File: src/rtl/ascensor_solicitudes_pkg.sv
// Shared constants for the elevator request side: request-vector bit map,
// algorithm-state field positions, floor codes and door FSM states.
package ascensor_solicitudes_pkg;

   localparam int unsigned NS = 10;

   localparam int unsigned S_F1      = 0;
   localparam int unsigned S_F2_BAJA = 1;
   localparam int unsigned S_F2_SUBE = 2;
   localparam int unsigned S_F3_BAJA = 3;
   localparam int unsigned S_F3_SUBE = 4;
   localparam int unsigned S_F4      = 5;
   localparam int unsigned S_CAB1    = 6;
   localparam int unsigned S_CAB2    = 7;
   localparam int unsigned S_CAB3    = 8;
   localparam int unsigned S_CAB4    = 9;

   localparam int unsigned E_MOV     = 3;
   localparam int unsigned E_SUBE    = 2;
   localparam int unsigned E_PISO_HI = 1;
   localparam int unsigned E_PISO_LO = 0;

   typedef enum logic [1:0] {
      PISO_1 = 2'd0,
      PISO_2 = 2'd1,
      PISO_3 = 2'd2,
      PISO_4 = 2'd3
   } piso_e;

   typedef enum logic [1:0] {
      CERRADA  = 2'd0,
      ABIERTA  = 2'd1,
      CERRANDO = 2'd2
   } puerta_e;

endpackage

File: src/rtl/ascensor_solicitudes_puerta_temporizador.sv
// Door timer: loadable down-counter that saturates at zero and flags it.
module puerta_temporizador #(
   parameter int unsigned CW = 8
) (
   input  logic          clk,
   input  logic          rst_n,
   input  logic          load_i,
   input  logic [CW-1:0] load_val_i,
   input  logic          dec_i,
   output logic          zero_o
);

   logic [CW-1:0] cnt_q;
   logic [CW-1:0] cnt_d;

   always_comb begin
      cnt_d = cnt_q;
      if (load_i) begin
         cnt_d = load_val_i;
      end else if (dec_i && (cnt_q != '0)) begin
         cnt_d = cnt_q - 1'b1;
      end
   end

   always_ff @(posedge clk or negedge rst_n) begin
      if (!rst_n) begin
         cnt_q <= '0;
      end else begin
         cnt_q <= cnt_d;
      end
   end

   assign zero_o = (cnt_q == '0);

endmodule

File: src/rtl/ascensor_solicitudes.sv
// Request latch and door FSM feeding the elevator algorithm: edge-detects
// buttons, holds requests until served, and stalls the algorithm via esperar.
module ascensor_solicitudes
   import ascensor_solicitudes_pkg::*;
#(
   parameter int unsigned T_ABIERTA = 50,
   parameter int unsigned T_CIERRE  = 10,
   parameter int unsigned CW        = 8
) (
   input  logic          clk,
   input  logic          rst_n,
   input  logic [NS-1:0] boton,
   input  logic [3:0]    estado,
   output logic [NS-1:0] s,
   output logic          esperar,
   output logic          puerta_abierta
);

   localparam logic [CW-1:0] CARGA_ABIERTA = CW'(T_ABIERTA - 1);
   localparam logic [CW-1:0] CARGA_CIERRE  = CW'(T_CIERRE - 1);

   puerta_e       state_q, state_d;
   logic [NS-1:0] s_q, s_d;
   logic [NS-1:0] boton_prev_q;
   logic          puerta_abierta_q;

   logic [NS-1:0] press;
   logic [NS-1:0] mask;
   logic [NS-1:0] clear;
   logic          floor_hit;
   logic          absorb;
   logic          tmr_load;
   logic [CW-1:0] tmr_load_val;
   logic          tmr_dec;
   logic          tmr_zero;
   logic          sube_unused;

   assign sube_unused = estado[E_SUBE];
   assign press       = boton & ~boton_prev_q;

   always_comb begin
      mask = '0;
      case (piso_e'(estado[E_PISO_HI:E_PISO_LO]))
         PISO_1:  begin mask[S_F1] = 1'b1; mask[S_CAB1] = 1'b1; end
         PISO_2:  begin mask[S_F2_BAJA] = 1'b1; mask[S_F2_SUBE] = 1'b1; mask[S_CAB2] = 1'b1; end
         PISO_3:  begin mask[S_F3_BAJA] = 1'b1; mask[S_F3_SUBE] = 1'b1; mask[S_CAB3] = 1'b1; end
         default: begin mask[S_F4] = 1'b1; mask[S_CAB4] = 1'b1; end
      endcase
   end

   assign floor_hit = ~estado[E_MOV] & (|(s_q & mask));
   assign absorb    = |(press & mask);

   // Presses on the served floor while the door is open/closing only extend
   // the door time; they are cleared so they never reach the algorithm.
   always_comb begin
      state_d      = state_q;
      tmr_load     = 1'b0;
      tmr_load_val = CARGA_ABIERTA;
      tmr_dec      = 1'b0;
      clear        = '0;
      case (state_q)
         CERRADA: begin
            if (floor_hit) begin
               state_d  = ABIERTA;
               tmr_load = 1'b1;
               clear    = mask;
            end
         end
         ABIERTA: begin
            if (absorb) begin
               tmr_load = 1'b1;
               clear    = press & mask;
            end else if (tmr_zero) begin
               state_d      = CERRANDO;
               tmr_load     = 1'b1;
               tmr_load_val = CARGA_CIERRE;
            end else begin
               tmr_dec = 1'b1;
            end
         end
         CERRANDO: begin
            if (absorb) begin
               state_d  = ABIERTA;
               tmr_load = 1'b1;
               clear    = press & mask;
            end else if (tmr_zero) begin
               state_d = CERRADA;
            end else begin
               tmr_dec = 1'b1;
            end
         end
         default: state_d = CERRADA;
      endcase
      s_d = (s_q | press) & ~clear;
   end

   always_ff @(posedge clk or negedge rst_n) begin
      if (!rst_n) begin
         state_q          <= CERRADA;
         s_q              <= '0;
         boton_prev_q     <= '0;
         puerta_abierta_q <= 1'b0;
      end else begin
         state_q          <= state_d;
         s_q              <= s_d;
         boton_prev_q     <= boton;
         puerta_abierta_q <= (state_d == ABIERTA);
      end
   end

   puerta_temporizador #(
      .CW (CW)
   ) u_temp (
      .clk        (clk),
      .rst_n      (rst_n),
      .load_i     (tmr_load),
      .load_val_i (tmr_load_val),
      .dec_i      (tmr_dec),
      .zero_o     (tmr_zero)
   );

   assign s              = s_q;
   assign esperar        = (state_q != CERRADA) | floor_hit;
   assign puerta_abierta = puerta_abierta_q;

endmodule

File: config.mk
export PLATFORM = sky130hd
export DESIGN_NAME = ascensor_solicitudes
export DESIGN_NICKNAME = d
export VERILOG_FILES = /design/src/rtl/ascensor_solicitudes_pkg.sv /design/src/rtl/ascensor_solicitudes_puerta_temporizador.sv /design/src/rtl/ascensor_solicitudes.sv
export SDC_FILE = /design/constraint.sdc
export NUM_CORES = 1
export LEC_CHECK = 0
export CELL_PAD_IN_SITES_DETAIL_PLACEMENT = 1
export CELL_PAD_IN_SITES_GLOBAL_PLACEMENT = 2
export CORE_MARGIN = 4
export CORE_UTILIZATION = 33
export CTS_CLUSTER_DIAMETER = 30
export DETAILED_ROUTE_END_ITERATION = 10
export GPL_TIMING_DRIVEN = 0
export PLACE_DENSITY_LB_ADDON = 0.08
export SETUP_SLACK_MARGIN = 0.5
export SYNTH_ARGS = -nofsm -noshare
export SYNTH_HDL_FRONTEND = slang
export SYNTH_SLANG_ARGS = --single-unit
File: constraint.sdc
create_clock -name clk -period 2.7 [get_ports clk]
set_input_delay 0.405 -clock clk [delete_from_list [all_inputs] [get_ports clk]]
set_output_delay 0.405 -clock clk [all_outputs]
set_load 0.1 [all_outputs]
# After elaboration in Yosys (flattened, before gate mapping)
# Index checks and enable logic that the tools add are counted.
dict set report op_classes {
  add_sub_neg 1
  multipliers 0
  div 0
  magnitude_cmp 0
  eq_ne 5
  shift 0
  n_mux 28
  bitwise_logic 10
  reduce_logical 11
}
# cell n
set op_table {}
lappend op_table {{bitwise AND 10 bit} 4}
lappend op_table {{2-to-1 mux 10 bit} 2}
lappend op_table {{NOT 10 bit} 2}
lappend op_table {{one-hot mux 10 bit (2 select lines)} 1}
lappend op_table {{OR reduction 10 bit} 2}
lappend op_table {{2-to-1 mux 6 bit} 3}
lappend op_table {{2-to-1 mux 8 bit} 2}
lappend op_table {{2-to-1 mux 2 bit} 7}
lappend op_table {{2-to-1 mux 1 bit} 11}
lappend op_table {{bitwise OR 10 bit} 1}
lappend op_table {{zero test 8 bit} 1}
lappend op_table {{nonzero test 8 bit} 1}
lappend op_table {{subtractor 8 x 1 -> 8 bit, second input constant} 1}
lappend op_table {{equality test 2 x 1 -> 1 bit, second input constant} 3}
lappend op_table {{one-hot mux 2 bit (3 select lines)} 1}
lappend op_table {{equality test 2 bit, second input constant} 2}
lappend op_table {{zero test 2 bit} 2}
lappend op_table {{nonzero test 2 bit} 2}
lappend op_table {{one-hot mux 1 bit (3 select lines)} 1}
lappend op_table {{OR reduction 3 bit} 1}
lappend op_table {{OR reduction 2 bit} 1}
lappend op_table {{bitwise AND 1 bit} 1}
lappend op_table {{logical AND 1 bit} 1}
lappend op_table {{NOT 1 bit} 1}
lappend op_table {{bitwise OR 1 bit} 1}
dict set report totals {
  ff_bits 31
  latch_bits 0
  ramBits 0
  rom_bits 0
  input_bits 16
  elab_cells 60
  n_memories 0
}

# Longest topological paths before layout
dict set report logic_depth {
  ltp_word 10
  depth_mapped 8
}

# By module
# Synthesis repeated with hierarchy kept, for this count alone.
dict set report hier_totals {
  cells_unflattened 179
  area_unflattened_um2 1815.5
}
# module n_inst cells_each area_each_um2 seq_area_each_um2
set by_module_without_submodules {}
lappend by_module_without_submodules {ascensor_solicitudes 1 111 1239.9 575.6}
lappend by_module_without_submodules {puerta_temporizador 1 68 575.6 200.2}

# Worst setup path after synthesis
# No wires, ideal clock.
dict set report synth_path {
  kind {register -> output}
  start {reg s_q[3] (netlist: s[3])}
  end {out esperar}
  arrival_time_ns 2.196
  path_slack_ns 0.099
  stages_incl_launch_ff 6
  path_buffers 0
  cell_sequence {dfrtp_1 nor4b_1 or3_1 o22ai_1 nor2_1 inv_1}
}
dict set report synth_between {
  elab_chain_len 4
}
# element line
set synth_lines {}
lappend synth_lines {{start, declared} ascensor_solicitudes.sv:23} ;# logic [NS-1:0] s_q, s_d;
lappend synth_lines {{start signal, assigned} ascensor_solicitudes.sv:101} ;# s_q <= '0;
lappend synth_lines {{start signal, assigned} ascensor_solicitudes.sv:106} ;# s_q <= s_d;
lappend synth_lines {{bitwise AND 10 bit} ascensor_solicitudes.sv:51} ;# assign floor_hit = ~estado[E_MOV] & (|(s_q & mask));
lappend synth_lines {{OR reduction 10 bit} ascensor_solicitudes.sv:51}
lappend synth_lines {{bitwise AND 1 bit} ascensor_solicitudes.sv:51}
lappend synth_lines {{bitwise OR 1 bit} ascensor_solicitudes.sv:124} ;# assign esperar = (state_q != CERRADA) | floor_hit;
lappend synth_lines {{end, declared} ascensor_solicitudes.sv:15} ;# output logic esperar,
# Every way passes these cells.

# Worst setup path after layout
dict set report layout_path {
  start {in estado[3]}
  end {out esperar}
}
dict set report layout_between {
  elab_chain_len 3
}
# element line
set layout_lines {}
lappend layout_lines {{start, declared} ascensor_solicitudes.sv:13} ;# input logic [3:0] estado,
lappend layout_lines {{NOT 1 bit} ascensor_solicitudes.sv:51}
lappend layout_lines {{bitwise AND 1 bit} ascensor_solicitudes.sv:51}
lappend layout_lines {{bitwise OR 1 bit} ascensor_solicitudes.sv:124}
# Every way passes these cells.

==> out/qor.csv <==
metric;value;unit
initial core utilization;34.1;%
Avg Cell Area, Syn;11.0;um^2
DR WL/cell;17.0;um
met3 global-route usage;3.13;%
gr usage total;15.5;%
status;completed;
Post-synth EDFFs;0;
Setup CP Type;in -> out;
Req. time, crit path;2.30;ns
TritonCTS Buffers;5;
Final Critical Period;2.17;ns
Yosys warnings;0;
H-Tree Depth;2;
CTS max path bufs;2;
Fillers;509;
Pins Over Slew Limit;0;
Startpoint Class;input pin;
synth unique cells;48;
port buffer count;25;
Most Used Layer, Global Route;met2;
Main synth FF type;dfrtp_1;
share of Yosys cell area claimed by the top area cell type;48.2;%
multi-input combinational cell area;868;um^2
Pleak;0.882;nW
Max IR drop VDD;0.485;mV
GRT overflow;0;
Synthesized Nets;169;
vias in the first global route;1531;
post-DP HPWL;3060;um
clock sinks;31;
Register Area;792;um^2
PwrDens;987;mW/mm^2
# setup viols final;0;
CTS tree;yes;
Critical Path AT;1.76;ns
DIE AREA;0.00606;mm^2
Core Area;0.00472;mm^2
Final Cycle Share;80.3;%
fraction of final layout cells sized beyond drive strength 1;30.6;%
later-pin clock latency in the skew report;0.28;ns
Remaining DRCs;0;
iteration-0 DRC count of the detailed router;53;
fin area;0.00221;mm^2
DRT antenna net count;0;
Die Wd;77.9;um
area grow syn2layout;37.0;%
clk root buf;clkbuf_8;
Seq cells post-synth;31;
Achievable Freq;461;MHz
Vias/cell;5.19;
gpl congestion;0.798;
ys async rst share;100;%
Slew HR;33.9;%
die height;77.9;um
Cell Area, Placed;0.00196;mm^2
synth top area cells;dfrtp_1, o22a_1, a21oi_1;
Final Hold Vio Count;0;
first-pass GRT wire length;7280;um
met2 usage;27.4;%
initial antenna violation count;0;
Total Wirelength;4290;um
count leader, synth;dfrtp_1;
pin count of the biggest net entering global routing;32;
Crit Path Max Fanout;2;
I/O pins;28;
clock-pin slew on the worst setup and hold paths;0.07;ns
final core utilization;46.7;%
WHS;0.180;ns
Mapped Area;0.00161;mm^2
Layout Skew;0.00652;ns
DR vias;1314;
row count;25;
1st-pass router iterations;4;
Critical Path End Type;primary output;
max cap viols;0;
Post-synth top cells;dfrtp_1, a21oi_1, o22a_1, inv_1;
Synth area leader;dfrtp_1;
post-synthesis cell count;147;
hold crit path type;in -> async;
met1 usage;17.7;%
Final nets;207;
RSZ-0062 raised after global routing;true;
register area share after synthesis;48.2;%
Worst-Margin Slew;0.996;ns
n_diodes;0;
layout make-up:
type / count / share of cell area (%)
multi-input cells: 103 / 39.4
flip-flops and latches: 31 / 35.9
repair buffers: 31 / 13.3
clock buffers: 8 / 4.54
well taps: 67 / 3.80
inverters: 9 / 1.70
plain buffers: 4 / 1.42
logic make-up after synthesis:
kind of cell | count (synthesis) | synth area share [%]
XOR/XNOR | 6 | 3.26
adder cells (fa/ha/maj) | 6 | 4.66
AND/OR/NAND/NOR | 47 | 20.0
flip-flops | 31 | 48.2
buffers and inverters | 13 | 3.34
multiplexers | 1 | 0.622
AO/OA/AOI/OAI | 43 | 19.9
power breakdown:
| part | internal [mW] | switching (mW) | leakage, nW | total (mW) |
|---|---|---|---|---|
| Clock | 0.232 | 0.167 | 0.0515 | 0.400 |
| Sequential | 0.574 | 0.0862 | 0.347 | 0.660 |
| Combinational | 0.343 | 0.775 | 0.483 | 1.12 |
worst max-delay path, stage by stage:
cell and delay, ns:
clkdlybuf4s50_1 0.42, or3_1 0.39, o22ai_2 0.20, nor2_4 0.08, clkinvlp_4 0.07, buf_6 0.21
sequential cells by signal (all words and copies together), names as in the netlist:
| register | flops |
|---|---|
| boton_prev_q | 10 |
| s | 10 |
| u_temp.cnt_q | 8 |
| state_q | 2 |
| puerta_abierta | 1 |
repair_timing:
item	in CTS	in global routing
buffers inserted	4	2
hold buffers	0	0
resized for setup	32	12
gates cloned	0	0
pin swaps	3	9
endpoints found under the setup margin	29	18
cell usage in the layout, fill, tap and decap left out, types with 2 or more instances in the layout:
cell | netlist | layout
dfrtp_1 | 31 | 20
a21oi_1 | 16 | 16
clkdlybuf4s50_1 | 0 | 11
dlygate4sd2_1 | 0 | 11
o22a_1 | 10 | 10
dfrtp_2 | 0 | 10
clkbuf_8 | 0 | 7
inv_1 | 8 | 6
buf_4 | 1 | 6
nand2_1 | 6 | 6
and2b_2 | 4 | 5
ha_1 | 6 | 5
nor2_1 | 5 | 4
nor2b_4 | 1 | 4
nand3_1 | 3 | 3
xor2_1 | 3 | 3
xnor2_1 | 3 | 3
inv_2 | 1 | 2
nor4_2 | 0 | 2
or3_1 | 2 | 2
nor3_1 | 2 | 2
o21ai_0 | 2 | 2
a31o_2 | 2 | 2
and2_1 | 2 | 2
clkbuf_1 | 2 | 2
nand4b_1 | 2 | 2
nand4_1 | 2 | 2
per-stage QoR:
step | setup TNS (ns) | std cells | setup WS, ns | power, mW
after floorplan | 0 | 147 | 0.506 | 1.45
after global placement | -0.662 | 239 | -0.662 | 1.70
after detailed placement | -0.644 | 239 | -0.644 | 1.73
after CTS | 0 | 251 | 0.452 | 2.17
after global routing | 0 | 253 | 0.442 | 2.31
final | 0 | 253 | 0.531 | 2.18
routing by layer:
metal  vias up  routed length [um]
met4         0                  35
met5         -                   0
met1       664                1750
li1        619                   -
met3         4                 120
met2        27                2380
path summary, 6_finish.rpt:
check,start,slack [ns],to,depth (start not counted)
max,estado[3],0.53,esperar,6
min,rst_n,0.18,u_temp.cnt_q[4],1
max reg2reg,state_q[0],0.59,u_temp.cnt_q[5],8
min reg2reg,s[6],0.54,s[6],1
max in group asynchronous,rst_n,1.97,s[3],1
min in group clk,boton[3],0.27,boton_prev_q[3],1
No activity file was read; power rests on OpenSTA's default activity.
